===== src/rtl/spi_txn_scheduler.sv =====
// spi_txn_scheduler
//   Shares a single spi_master between NREQ requesters. A round-robin arbiter
//   picks a requester, captures its frame onto din, and holds newd high until
//   the master answers by pulling cs low. The transaction completes when cs
//   returns high. A per-phase watchdog aborts a transaction whose master never
//   starts (LAUNCH) or never ends (XFER) the frame.
//
// Ports
//   clk       in   system clock, shared with spi_master
//   rst       in   asynchronous active-low reset
//   req       in   [NREQ]     request level per requester, held until gnt
//   req_data  in   [NREQ*DW]  frame for requester i at [i*DW +: DW]
//   gnt       out  [NREQ]     one-cycle pulse, request accepted and data captured
//   cmpl      out  [NREQ]     one-cycle pulse, frame finished on the bus
//   err       out             one-cycle pulse, watchdog abort
//   err_id    out  [log2 NREQ] requester id of the aborted transaction
//   busy      out             high whenever a transaction is in progress
//   newd      out             to spi_master newd
//   din       out  [DW]       to spi_master din, stable from gnt until next grant
//   cs        in              spi_master frame strobe (active low, sclk domain)

module spi_txn_scheduler #(
  parameter int NREQ    = 4,
  parameter int DW      = 12,
  parameter int TIMEOUT = 4095
) (
  input  logic                    clk,
  input  logic                    rst,
  input  logic [NREQ-1:0]         req,
  input  logic [NREQ*DW-1:0]      req_data,
  output logic [NREQ-1:0]         gnt,
  output logic [NREQ-1:0]         cmpl,
  output logic                    err,
  output logic [$clog2(NREQ)-1:0] err_id,
  output logic                    busy,
  output logic                    newd,
  output logic [DW-1:0]           din,
  input  logic                    cs
);

  localparam int IDW = $clog2(NREQ);
  localparam int TW  = $clog2(TIMEOUT + 1);

  localparam logic [1:0] IDLE   = 2'd0;
  localparam logic [1:0] LAUNCH = 2'd1;
  localparam logic [1:0] XFER   = 2'd2;

  localparam logic [TW-1:0]   TMAX   = TW'(TIMEOUT);
  localparam logic [NREQ-1:0] ONEHOT = NREQ'(1);

  logic [1:0]     state_r;
  logic [TW-1:0]  timer_r;
  logic [IDW-1:0] rr_ptr_r;
  logic [IDW-1:0] id_r;
  logic [1:0]     cs_sync_r;
  logic           cs_s;
  logic           any_s;
  logic [IDW-1:0] win_s;
  logic [IDW-1:0] sel_s;
  int             idx_s;

  // cs crosses from the sclk domain; the FSM only ever looks at the second flop.
  assign cs_s = cs_sync_r[1];
  assign busy = (state_r != IDLE);

  // Round-robin search: first active request after the last winner, wrapping.
  always_comb begin
    any_s = 1'b0;
    win_s = '0;
    sel_s = '0;
    idx_s = 0;
    for (int k = 1; k <= NREQ; k++) begin
      idx_s = (int'(rr_ptr_r) + k) % NREQ;
      sel_s = idx_s[IDW-1:0];
      if (!any_s && req[sel_s]) begin
        any_s = 1'b1;
        win_s = sel_s;
      end else begin
        any_s = any_s;
      end
    end
  end

  // cs resynchroniser; idles high so a reset never looks like a frame start.
  always_ff @(posedge clk or negedge rst) begin
    if (!rst) begin
      cs_sync_r <= 2'b11;
    end else begin
      cs_sync_r <= {cs_sync_r[0], cs};
    end
  end

  // Transaction FSM with registered pulse outputs and phase watchdog.
  always_ff @(posedge clk or negedge rst) begin
    if (!rst) begin
      state_r  <= IDLE;
      timer_r  <= '0;
      rr_ptr_r <= IDW'(NREQ - 1);
      id_r     <= '0;
      gnt      <= '0;
      cmpl     <= '0;
      err      <= 1'b0;
      err_id   <= '0;
      newd     <= 1'b0;
      din      <= '0;
    end else begin
      gnt  <= '0;
      cmpl <= '0;
      err  <= 1'b0;
      case (state_r)
        IDLE: begin
          if (any_s) begin
            gnt      <= ONEHOT << win_s;
            din      <= req_data[int'(win_s)*DW +: DW];
            id_r     <= win_s;
            rr_ptr_r <= win_s;
            newd     <= 1'b1;
            timer_r  <= '0;
            state_r  <= LAUNCH;
          end else begin
            state_r <= IDLE;
          end
        end
        LAUNCH: begin
          // A cs edge arriving on the timeout cycle still counts as progress.
          if (!cs_s) begin
            newd    <= 1'b0;
            timer_r <= '0;
            state_r <= XFER;
          end else if (timer_r == TMAX) begin
            newd    <= 1'b0;
            err     <= 1'b1;
            err_id  <= id_r;
            state_r <= IDLE;
          end else begin
            timer_r <= timer_r + TW'(1);
          end
        end
        XFER: begin
          if (cs_s) begin
            cmpl    <= ONEHOT << id_r;
            state_r <= IDLE;
          end else if (timer_r == TMAX) begin
            err     <= 1'b1;
            err_id  <= id_r;
            state_r <= IDLE;
          end else begin
            timer_r <= timer_r + TW'(1);
          end
        end
        default: begin
          newd    <= 1'b0;
          state_r <= IDLE;
        end
      endcase
    end
  end

endmodule


===== config.mk =====
export PLATFORM = sky130hd
export DESIGN_NAME = spi_txn_scheduler
export DESIGN_NICKNAME = d
export VERILOG_FILES = /design/src/rtl/spi_txn_scheduler.sv
export SDC_FILE = /design/constraint.sdc
export NUM_CORES = 1
export LEC_CHECK = 0
export ABC_CLOCK_PERIOD_IN_PS = 2000
export CAP_MARGIN = 20
export CORE_MARGIN = 4
export CORE_UTILIZATION = 41
export DETAILED_ROUTE_END_ITERATION = 7
export PLACE_DENSITY = 0.76
export SETUP_SLACK_MARGIN = 0.15
export SLEW_MARGIN = 10
export SYNTH_ARGS = -nofsm -noshare
export SYNTH_HDL_FRONTEND = slang
export SYNTH_SLANG_ARGS = --single-unit

===== constraint.sdc =====
create_clock -name clk -period 2 [get_ports clk]
set_input_delay 0.2 -clock clk [delete_from_list [all_inputs] [get_ports clk]]
set_output_delay 0.2 -clock clk [all_outputs]
set_load 0.01 [all_outputs]

==> flow_metrics.env, run 1 <==
export IMPL_use_met3_pct=3.43
export IMPL_clk_path_buf_depth=2
export IMPL_syn_area_um2=2380
export IMPL_syn_area_per_cell_um2=10.0
export IMPL_globalplace_congestion=0.824
export IMPL_clkTransAtPathRegs_ns=0.09
export IMPL_die_w_um=84.2
export IMPL_post_route_period_util_pct=92.2
export IMPL_rows=27
export IMPL_p_leak_nw=1.64
export IMPL_critical_path_max_fanout=5
export IMPL_synth_edff_count=0
export IMPL_powerDensity_nw_per_um2=1150
export IMPL_drt_iter0_drc=90
export IMPL_antenna_found_initial=0
export IMPL_crit_buf_inv=0
export IMPL_io_buffers=79
export IMPL_max_freq_mhz=542
export IMPL_critPathMaxStageDelay_ns=0.58
export IMPL_cp_end_kind="flip-flop"
export IMPL_outcome="finished, final reports clean"
export IMPL_wl_per_cell_um=16.7
export IMPL_seq_area_frac_synth_pct=46.5
export IMPL_clock_skew_ns=0.00921
export IMPL_h_tree_depth=2
export IMPL_whs_ns=0.326
export IMPL_cts_buffers=5
export IMPL_first_global_vias=2274
export IMPL_cp_start_kind="flip-flop"
export IMPL_tightestPinTransition_ns=0.526
export IMPL_dr_pass1_iters=4
export IMPL_synth_cell_type_count=48
export IMPL_grt_busiest_layer="met2"
export IMPL_utilization_pct=67.8
export IMPL_ys_flop_type="dfrtp_1"
export IMPL_crit_type="flip-flop to flip-flop"
export IMPL_use_met2_pct=33.4
export IMPL_ir_drop_v=0.000699
export IMPL_worst_ep_arrival_time_ns=2.08
export IMPL_start_util_pct=42.7
export IMPL_max_slew_margin_rel_pct=64.9
export IMPL_ant_nets=0
export IMPL_synthesis_nets=298
export IMPL_holdCritPathClass="input port to flip-flop"
export IMPL_post_dp_hpwl_um=4830
export IMPL_maxSlewViolCount=0
export IMPL_cpLargestDelayFamily="simple AND/OR/NAND/NOR gates"
export IMPL_die_height_um=84.2
export IMPL_grt_first_pass_wirelength_um=10900
export IMPL_grtUsageMet1_pct=22.6
export IMPL_fillCellCount=427
export IMPL_netlist_instances=238
export IMPL_clock_root_buffer="clkbuf_8"
export IMPL_cap_violations=0
export IMPL_clock_sinks=44
export IMPL_dieArea_um2=7090
export IMPL_core_um2=5570
export IMPL_via_per_inst=5.48
export IMPL_antennaDiodeCount=0
export IMPL_grt_ovfl_total=0
export IMPL_async_flop_share_pct=100
export IMPL_remaining_drc_errors=0
export IMPL_grt_max_degree=30
export IMPL_period_minus_slack_ns=1.84
export IMPL_crit_required_ns=2.24
export IMPL_hold_viol_final=0
export IMPL_nNetsFinal=407
export IMPL_ios=80
export IMPL_cts_tree="yes"
export IMPL_finalSetupViolations=0
export IMPL_clk_latency_ns=0.29
export IMPL_vias=2303
export IMPL_rsz0062_at_grt="yes"
export IMPL_wirelength_um=7010
export IMPL_slowest_stage="or3_2"
export IMPL_synth_seq_cells=44
export IMPL_drive_above_1_share_pct=21.6
export IMPL_area_delta_synth_final_pct=58.6
export IMPL_grt_use_total_pct=18.6
export IMPL_setup_tns_ns=0
export IMPL_path_cells="ha_4 -> nand4_1 -> or3_2 -> o21ai_0 -> mux2_2"
export IMPL_synth_warnings=0
[layer usage]
layer | up-vias | wire length, µm | share of wire, %
met1 | 1120 | 2850 | 41
met2 | 63 | 3810 | 54
met4 | 0 | 67 | 0.96
met3 | 6 | 284 | 4.1
li1 | 1114 | - | -
met5 | - | 0 | 0
[report_power, final]
group          switching (W)  total (W)  internal (W)
registers           0.000173    0.00132       0.00114
logic                0.00110    0.00244       0.00133
clock network       0.000308   0.000589      0.000281
[metrics by stage]
step	cell area, µm²	instances	setup slack, ns	total power, W
3_3_place_gp	3410	398	-0.130	0.00339
2_1_floorplan	2390	238	0.156	0.00244
3_5_place_dp	3410	398	-0.211	0.00344
4_1_cts	3590	413	0.107	0.00411
6_report	3780	420	0.155	0.00434
5_1_grt	3780	420	0.0626	0.00463
[cells in the mapped netlist (5+ instances only)]
cell | count | area share [%]
a31oi_1 | 5 | 1.3
dfrtp_1 | 40 | 42
nand2_1 | 30 | 4.7
buf_2 | 7 | 1.5
ha_1 | 5 | 2.6
and3_1 | 5 | 1.3
o221ai_1 | 12 | 4.4
o21ai_0 | 6 | 1.3
mux2i_1 | 25 | 11
nand3_1 | 7 | 1.5
inv_1 | 10 | 1.6
a21oi_1 | 18 | 3.8
nor2_1 | 16 | 2.5
[worst paths after layout]
check,from,endpoint,slack [ns],cells after the start
min in group asynchronous,rst,timer_r[1],0.41,2
min reg2reg,cs_sync_r[0],cs_sync_r[1],0.36,0
max,timer_r[0],timer_r[0],0.16,5
min,cs,cs_sync_r[0],0.33,1
max in group asynchronous,rst,rr_ptr_r[0],1.00,3
max reg2reg,timer_r[0],timer_r[0],0.16,5
[timing repair]
action,in CTS,in global routing
resized for setup,6,20
pin swaps,2,10
endpoints found under the setup margin,9,26
cloned,1,2
buffers inserted,5,5
hold buffers,1,0
endpoints found under the hold margin,18,0
[layout make-up]
| type | instances | area [µm²] | area share (%) |
|---|---|---|---|
| well taps | 72 | 90.1 | 2.38 |
| clock inverters | 1 | 7.51 | 0.199 |
| inverters | 10 | 41.3 | 1.09 |
| clock buffers | 7 | 86.3 | 2.29 |
| repair buffers | 112 | 1130 | 30.0 |
| flip-flops and latches | 44 | 1110 | 29.3 |
| multi-input cells | 174 | 1310 | 34.7 |
[layout by cell type, fill, tap and decap left out, drive strengths merged, types with 7 or more instances in the layout]
cell	Yosys	final
dfrtp	40	40
nor2	16	16
inv	10	9
o21ai	8	8
o221ai	13	13
clkdlybuf4s50	0	76
mux2i	25	25
nand3	7	7
clkbuf	1	9
a21oi	18	18
nand2	30	30
buf	10	31
[sequential cells by signal, summed over array words and instances, names as in the netlist]
register	count
cmpl	4
cs_sync_r	2
din	12
err	1
err_id	2
gnt	4
id_r	2
newd	1
rr_ptr_r	2
state_r	2
timer_r	12
[cell families (layout without fill, tap and decap cells)]
group	Yosys count	count (layout)	share of synthesized area, %
buffers and inverters	21	130	4.47
multiplexers	26	26	11.0
adder cells (fa/ha/maj)	5	5	2.63
AND/OR/NAND/NOR	81	82	17.1
flip-flops	44	44	46.5
AO/OA/AOI/OAI	61	61	18.3
Note: power is estimated with default switching activity, not from simulation.
==> run 2, diff against run 1 <==
CORE_ASPECT_RATIO = 1.5   (was unset)
MAX_ROUTING_LAYER = met4   (was unset)
==> flow_metrics.env, run 2 (synthesis gave the netlist of run 1 again) <==
export IMPL_period_minus_slack_ns=1.81
export IMPL_powerDensity_nw_per_um2=1120
export IMPL_rsz0062_at_grt="yes"
export IMPL_clock_root_buffer="clkbuf_8"
export IMPL_ir_drop_v=0.000651
export IMPL_post_route_period_util_pct=90.6
export IMPL_wl_per_cell_um=15.6
export IMPL_grt_use_total_pct=18.5
export IMPL_final_common_cell="clkdlybuf4s50_1"
export IMPL_cp_end_kind="flip-flop"
export IMPL_rows=33
export IMPL_clk_latency_ns=0.29
export IMPL_max_freq_mhz=552
export IMPL_via_per_inst=5.54
export IMPL_cap_violations=0
export IMPL_die_w_um=70.2
export IMPL_antennaDiodeCount=0
export IMPL_maxSlewViolCount=0
export IMPL_grt_ovfl_total=0
export IMPL_fillCellCount=494
export IMPL_start_util_pct=43.0
export IMPL_p_total_w=0.00398
export IMPL_hold_viol_final=0
export IMPL_grt_max_degree=30
export IMPL_die_height_um=101
export IMPL_dieArea_um2=7120
export IMPL_drt_iter0_drc=121
export IMPL_area_delta_synth_final_pct=49.2
export IMPL_nNetsFinal=398
export IMPL_grt_first_pass_wirelength_um=10300
export IMPL_vias=2264
export IMPL_crit_type="flip-flop to flip-flop"
export IMPL_grtUsageMet1_pct=16.6
export IMPL_cts_tree="yes"
export IMPL_drive_above_1_share_pct=16.5
export IMPL_use_met2_pct=34.6
export IMPL_p_leak_nw=1.57
export IMPL_setup_tns_ns=0
export IMPL_tightestPinTransition_ns=0.470
export IMPL_io_buffers=79
export IMPL_clk_path_buf_depth=2
export IMPL_post_dp_hpwl_um=4940
export IMPL_max_slew_margin_rel_pct=68.4
export IMPL_finalSetupViolations=0
export IMPL_grt_busiest_layer="met2"
export IMPL_remaining_drc_errors=0
export IMPL_h_tree_depth=2
export IMPL_top_regs="din x12, timer_r x12"
export IMPL_use_met3_pct=6.75
export IMPL_globalplace_congestion=0.812
export IMPL_final_cell_mix="clkdlybuf4s50_1, dfrtp_1, nand2_1, mux2i_1, buf_4"
export IMPL_clock_skew_ns=0.00511
export IMPL_clock_sinks=44
export IMPL_antenna_found_initial=0
export IMPL_cp_start_kind="flip-flop"
export IMPL_first_global_vias=2430
export IMPL_dr_pass1_iters=4
export IMPL_seqCellArea_um2=1110
export IMPL_wirelength_um=6370
export IMPL_crit_required_ns=2.17
export IMPL_cts_buffers=5
export IMPL_outcome="finished, final reports clean"
export IMPL_core_um2=5530
export IMPL_critical_path_max_fanout=8
export IMPL_ios=80
export IMPL_clkTransAtPathRegs_ns=0.08
export IMPL_ant_nets=0
export IMPL_worst_ep_arrival_time_ns=1.98
export IMPL_multiInputGateArea_um2=1230
export IMPL_holdCritPathClass="input port to flip-flop"
==> run 2: cell types whose count changed in the layout (fill, tap and decap cells not counted), sizes merged <==
| cell | before | now |
|---|---|---|
| buf | 31 | 25 |
| clkbuf | 9 | 7 |
| clkinvlp | 2 | 0 |
| clkdlybuf4s50 | 76 | 77 |
| clkinv | 0 | 1 |
| dlymetal6s2s | 1 | 0 |
| inv | 9 | 10 |
| or3 | 3 | 2 |
==> run 2: layer usage <==
metal	share of wire [%]	wire, µm
met1	35	2210
met2	53	3400
met3	9.9	631
met4	1.9	121
met5	0	0
==> run 2: critical path, stage by stage, from the launching register on <==
cell,delay [ns]
dfrtp_1,0.40
ha_1,0.18
nand4_1,0.15
or3_4,0.47
buf_2,0.19
a31oi_1,0.19
o32ai_1,0.10
==> run 2: worst paths after layout <==
kind,start,endpoint,slack [ns],cells past startpoint
worst max-delay path,timer_r[0],state_r[1],0.19,6
worst min-delay path,cs,cs_sync_r[0],0.32,1
worst max register to register,timer_r[0],state_r[1],0.19,6
worst min register to register,cs_sync_r[0],cs_sync_r[1],0.36,0
max in group asynchronous,rst,cs_sync_r[0],1.07,3
min in group asynchronous,rst,state_r[0],0.34,2
==> run 2: timing repair <==
action / in CTS / in global routing
buffers inserted: 1 / 4
endpoints found under the setup margin: 6 / 17
hold buffers: 1 / 0
pin swaps: 0 / 2
resized for setup: 3 / 7
endpoints found under the hold margin: 10 / 0
==> run 2: area by class of cell <==
cell class,count,share of cell area [%]
clock buffers,7,2.15
repair buffers,104,28.4
inverters,10,1.06
well taps,70,2.47
clock inverters,1,0.247
flip-flops and latches,44,31.1
multi-input cells,173,34.5
==> run 2: power breakdown <==
part | internal [W] | leakage, nW | switching [W]
clock network | 0.000250 | 0.0424 | 0.000292
registers | 0.00114 | 0.569 | 0.000183
logic | 0.00109 | 0.956 | 0.00102
==> run 2: per-stage QoR <==
stage | util, % | cells | setup WS (ns) | hold slack [ns] | instance area [µm²]
final | 64.2 | 409 | 0.189 | 0.320 | 3550
after global routing | 64.2 | 409 | 0.104 | 0.316 | 3550
after CTS | 63.2 | 405 | 0.134 | 0.316 | 3490
after detailed placement | 61.1 | 395 | 0.0572 | 0.127 | 3380
after global placement | 61.1 | 395 | 0.103 | 0.125 | 3380
after floorplan | - | 238 | 0.156 | -0.0956 | 2390
